File: config.mk
export PLATFORM = sky130hd
export DESIGN_NAME = trigger_frame_tx
export DESIGN_NICKNAME = d
export VERILOG_FILES = /design/src/rtl/trigger_frame_tx.sv
export SDC_FILE = /design/constraint.sdc
export NUM_CORES = 1
export LEC_CHECK = 0
export ABC_CLOCK_PERIOD_IN_PS = 17540
export CORE_MARGIN = 2
export CORE_UTILIZATION = 55
export CTS_BUF_LIST = sky130_fd_sc_hd__clkbuf_8
export CTS_CLUSTER_DIAMETER = 30
export CTS_CLUSTER_SIZE = 8
export DETAILED_ROUTE_END_ITERATION = 16
export PLACE_DENSITY = 0.95
export RECOVER_POWER = 100
export SYNTH_ARGS = -nofsm -noshare
export SYNTH_HDL_FRONTEND = slang
export SYNTH_SLANG_ARGS = --single-unit
export TNS_END_PERCENT = 1
File: constraint.sdc
create_clock -name clk -period 17.54 [get_ports clk]
set_clock_uncertainty 0.05 [all_clocks]
set_input_delay 3.508 -clock clk [delete_from_list [all_inputs] [get_ports clk]]
set_output_delay 3.508 -clock clk [all_outputs]
set_load 0.02 [all_outputs]
File: src/rtl/trigger_frame_tx.sv
// Builds one fixed-format trigger Ethernet frame on request and streams it as
// 32-bit words into the MAC transmit AXI-stream write channel (MAC adds FCS).
module trigger_frame_tx #(
  parameter int NUM_WORDS = 15
) (
  input  logic         clk,
  input  logic         reset,
  input  logic         Send,
  input  logic [159:0] FrameHeader,
  input  logic [31:0]  Message,
  output logic [31:0]  RvviAxiWdata,
  output logic [3:0]   RvviAxiWstrb,
  output logic         RvviAxiWlast,
  output logic         RvviAxiWvalid,
  input  logic         RvviAxiWready,
  output logic         Busy,
  output logic         Done,
  output logic [7:0]   DropCount
);

  localparam logic [7:0] LAST_IDX = 8'(NUM_WORDS - 1);

  typedef enum logic [1:0] {
    IDLE = 2'd0,
    SEND = 2'd1,
    DONE = 2'd2
  } state_t;

  state_t         state_q, state_d;
  logic [7:0]     idx_q, idx_d;
  logic [159:0]   hdr_q, hdr_d;
  logic [31:0]    msg_q, msg_d;
  logic [7:0]     drop_q, drop_d;
  logic [31:0]    word_sel;

  always_ff @(posedge clk or posedge reset) begin
    if (reset) begin
      state_q <= IDLE;
      idx_q   <= '0;
      hdr_q   <= '0;
      msg_q   <= '0;
      drop_q  <= '0;
    end else begin
      state_q <= state_d;
      idx_q   <= idx_d;
      hdr_q   <= hdr_d;
      msg_q   <= msg_d;
      drop_q  <= drop_d;
    end
  end

  always_comb begin
    state_d = state_q;
    idx_d   = idx_q;
    hdr_d   = hdr_q;
    msg_d   = msg_q;
    drop_d  = drop_q;
    case (state_q)
      IDLE: begin
        if (Send) begin
          hdr_d   = FrameHeader;
          msg_d   = Message;
          idx_d   = '0;
          state_d = SEND;
        end
      end
      SEND: begin
        // Valid is implied by being in SEND, so ready alone marks a handshake.
        if (RvviAxiWready) begin
          if (idx_q == LAST_IDX) begin
            state_d = DONE;
          end else begin
            idx_d = idx_q + 8'd1;
          end
        end
      end
      DONE: begin
        state_d = IDLE;
      end
      default: begin
        state_d = IDLE;
      end
    endcase
    if ((state_q != IDLE) && Send && (drop_q != 8'hFF)) begin
      drop_d = drop_q + 8'd1;
    end
  end

  // Data is a mux of registered snapshot and index only; ready never reaches it.
  always_comb begin
    word_sel = '0;
    case (idx_q)
      8'd0:    word_sel = hdr_q[31:0];
      8'd1:    word_sel = hdr_q[63:32];
      8'd2:    word_sel = hdr_q[95:64];
      8'd3:    word_sel = hdr_q[127:96];
      8'd4:    word_sel = hdr_q[159:128];
      8'd5:    word_sel = msg_q;
      default: word_sel = '0;
    endcase
  end

  assign RvviAxiWvalid = (state_q == SEND);
  assign RvviAxiWdata  = (state_q == SEND) ? word_sel : 32'h0;
  assign RvviAxiWstrb  = (state_q == SEND) ? 4'hF : 4'h0;
  assign RvviAxiWlast  = (state_q == SEND) && (idx_q == LAST_IDX);
  assign Busy          = (state_q != IDLE);
  assign Done          = (state_q == DONE);
  assign DropCount     = drop_q;

endmodule

==> results.yml <==
outcome:
  status: "complete, but fails checks"
  violations: "max-capacitance violations, max-slew violations"
worst_setup_path:
  worstSetupPathType: "in2reg"
  crit_required_ns: 17.94
  crit_family: "simple AND/OR/NAND/NOR gates"
  cp.arrival_ns: 11.33
  critical-path-slowest-cell: "and2_0"
  crit_path_cell_trace: "dlygate4sd3_1, and2_0, clkbuf_1, nand2_1, nand2_1"
  cp_num_buf_inv: 2
  ff2ff_setup_slack_ns: 9.50
  cpMostUsedCell: "nand2_1"
  cp_max_fo: 106
  slowest_delay_ns: 3.29
  endpoint_kind: "flop"
  cp-start-kind: "input port"
cells_and_area:
  final_cell_mix: "591 x nand2_1, 210 x dfrtp_1, 195 x clkdlybuf4s50_1"
  final_nets: 1527
  area_growth_syn_to_layout_pct: 35.5
  postLayoutCellArea_um2: 12900
  final_common_cell: "nand2_1"
  n_fill_cell: 1215
  fin_util: 0.752
  drive_gt1_frac: 0.0722
  antenna_cells: 0
timing:
  fmax_mhz: 91.5
  layout_setup_ws_ns: 6.61
  worst_pin_slew_ns: 5.30
  rsz0062_at_grt: "false"
  finalSetupViolCount: 0
  period_minus_slack_ns: 10.93
  hold_viol: 0
  slew_viol_final: 574
  tns_ns: 0
  max_slew_margin: -2.55
  post-route-period-util: 0.623
logic_synthesis:
  synth_seq_cells: 210
  synth-seq-area-share: 0.553
  syn-cell-area_um2: 9500
  netlist_top_cells_area: "dfrtp_1 55%, nand2_1 23%, a222oi_1 2.6%, a22oi_1 2.5%, clkbuf_1 2.5%"
  synthFlopType: "dfrtp_1"
  synth_top_area_share: 0.553
  async_flop_share: 1.00
  syn_nets: 1307
  post-synth-top-area-cell: "dfrtp_1"
  synth_edf_count: 0
  synth_warnings: 0
  syn-instance-count: 1106
  ys_types: 45
  syn_avg_cell_area_um2: 8.59
cts:
  cts_num_sinks: 210
  clkTransAtPathRegs_ns: 0.06
  cts_tree: "yes"
  holdBufCountCts: 0
  clkLatencyLatePin_ns: 0.53
  cts_buffers: 43
  cts_setup_buffers: 0
  cts_root_buf: "clkbuf_8"
  h-tree-depth: 2
  cts_resized: 0
  clockBufferDepth: 3
routing:
  drt-total-wl_um: 29400
  routedWlPerCell_um: 18.6
  via_per_inst: 5.68
  ant_nets: 0
  drt_iter0_drc: 1082
  vias: 8996
  firstDrtPassIters: 8
  drc: 0
job:
  max_cap_violations: 7
global_routing:
  grt.overflow.total: 0
  grt_pass1_wl_um: 45700
  grt_max_degree: 125
  antenna_found_initial: 0
  grt.total_usage: 0.322
  grt_pass1_vias: 8771
placement:
  gp_congestion: 0.936
  dp_slack_ns: 10.58
  place_area_um2: 12000
  hpwl_um: 19200
  io_buffers: 243
pwr:
  p_total_mw: 2.35
  p_leak_nw: 6.38
  ir_drop_mv: 0.0977
  power_density_nw_per_um2: 183
floorplan:
  io-pin-count: 244
  dieArea_um2: 18300
  die_h_um: 135
  initial_core_util: 0.555
  core-area_um2: 17100
  die_w_um: 135
  row_count: 48
hold_path:
  hold_path_class: "reg2reg"
-- sequential cells by signal (all words and copies together), names as in the netlist --
name       count
DropCount      8
hdr_q        160
idx_q          8
msg_q         32
state_q        2
-- worst paths after layout --
kind	start	end	cells past startpoint
worst max-delay path	Send	hdr_q[13]	5
worst min-delay path	hdr_q[10]	hdr_q[10]	2
worst max register to register	state_q[0]	hdr_q[13]	5
worst min register to register	hdr_q[10]	hdr_q[10]	2
max in group asynchronous	reset	hdr_q[7]	3
min in group asynchronous	reset	DropCount[0]	2
-- report_power, final --
group / internal [mW] / total (mW) / switching (mW) / leakage (nW)
registers: 0.704 / 0.858 / 0.154 / 2.62
logic: 0.380 / 0.939 / 0.560 / 3.25
clock network: 0.335 / 0.555 / 0.220 / 0.505
-- synth_stat cells (5+ instances only) --
master and n:
a211oi_1 7, a21oi_1 17, a221oi_1 16, a222oi_1 25, a22o_1 7, a22oi_1 32, clkbuf_1 64, dfrtp_1 210
ha_1 5, inv_1 7, mux2_2 18, nand2_1 591, nand3_1 9, nor2_1 33, o21ai_0 9, xnor2_1 6
-- tightest hold or removal path, stage by stage, from the launching register on --
cell and delay [ns]:
dfrtp_1 0.34, nand2_1 0.05, nand2_1 0.05
-- metrics by stage --
| stage | std cells | hold WS [ns] |
|---|---|---|
| 2_1_floorplan | 1106 | 0.390 |
| 3_3_place_gp | 1506 | 0.403 |
| 3_5_place_dp | 1506 | 0.409 |
| 4_1_cts | 1583 | 0.425 |
| 5_1_grt | 1583 | 0.431 |
| 6_report | 1583 | 0.422 |
-- metal layers --
layer	global-route usage	vias up	routed length, um
li1	-	4075	-
met1	0.446	4299	11600
met2	0.508	543	13800
met3	0.0640	79	3050
met4	0.123	0	947
met5	0	-	0
-- cell families after synthesis --
| logic type | synth area share |
|---|---|
| AND/OR/NAND/NOR | 0.275 |
| flip-flops | 0.553 |
| AO/OA/AOI/OAI | 0.0985 |
| buffers and inverters | 0.0375 |
| multiplexers | 0.0224 |
| XOR/XNOR | 0.00646 |
| adder cells (fa/ha/maj) | 0.00659 |
-- final cells by class --
class	instances	area [um^2]	area share
Sequential cell	210	5260	0.408
Tap cell	225	282	0.0219
Inverter	8	31.3	0.00243
Clock inverter	24	233	0.0181
Timing Repair Buffer	250	2480	0.192
Multi-Input combinational cell	813	3870	0.300
Clock buffer	53	729	0.0567
No activity file was read; power rests on OpenSTA's default activity.
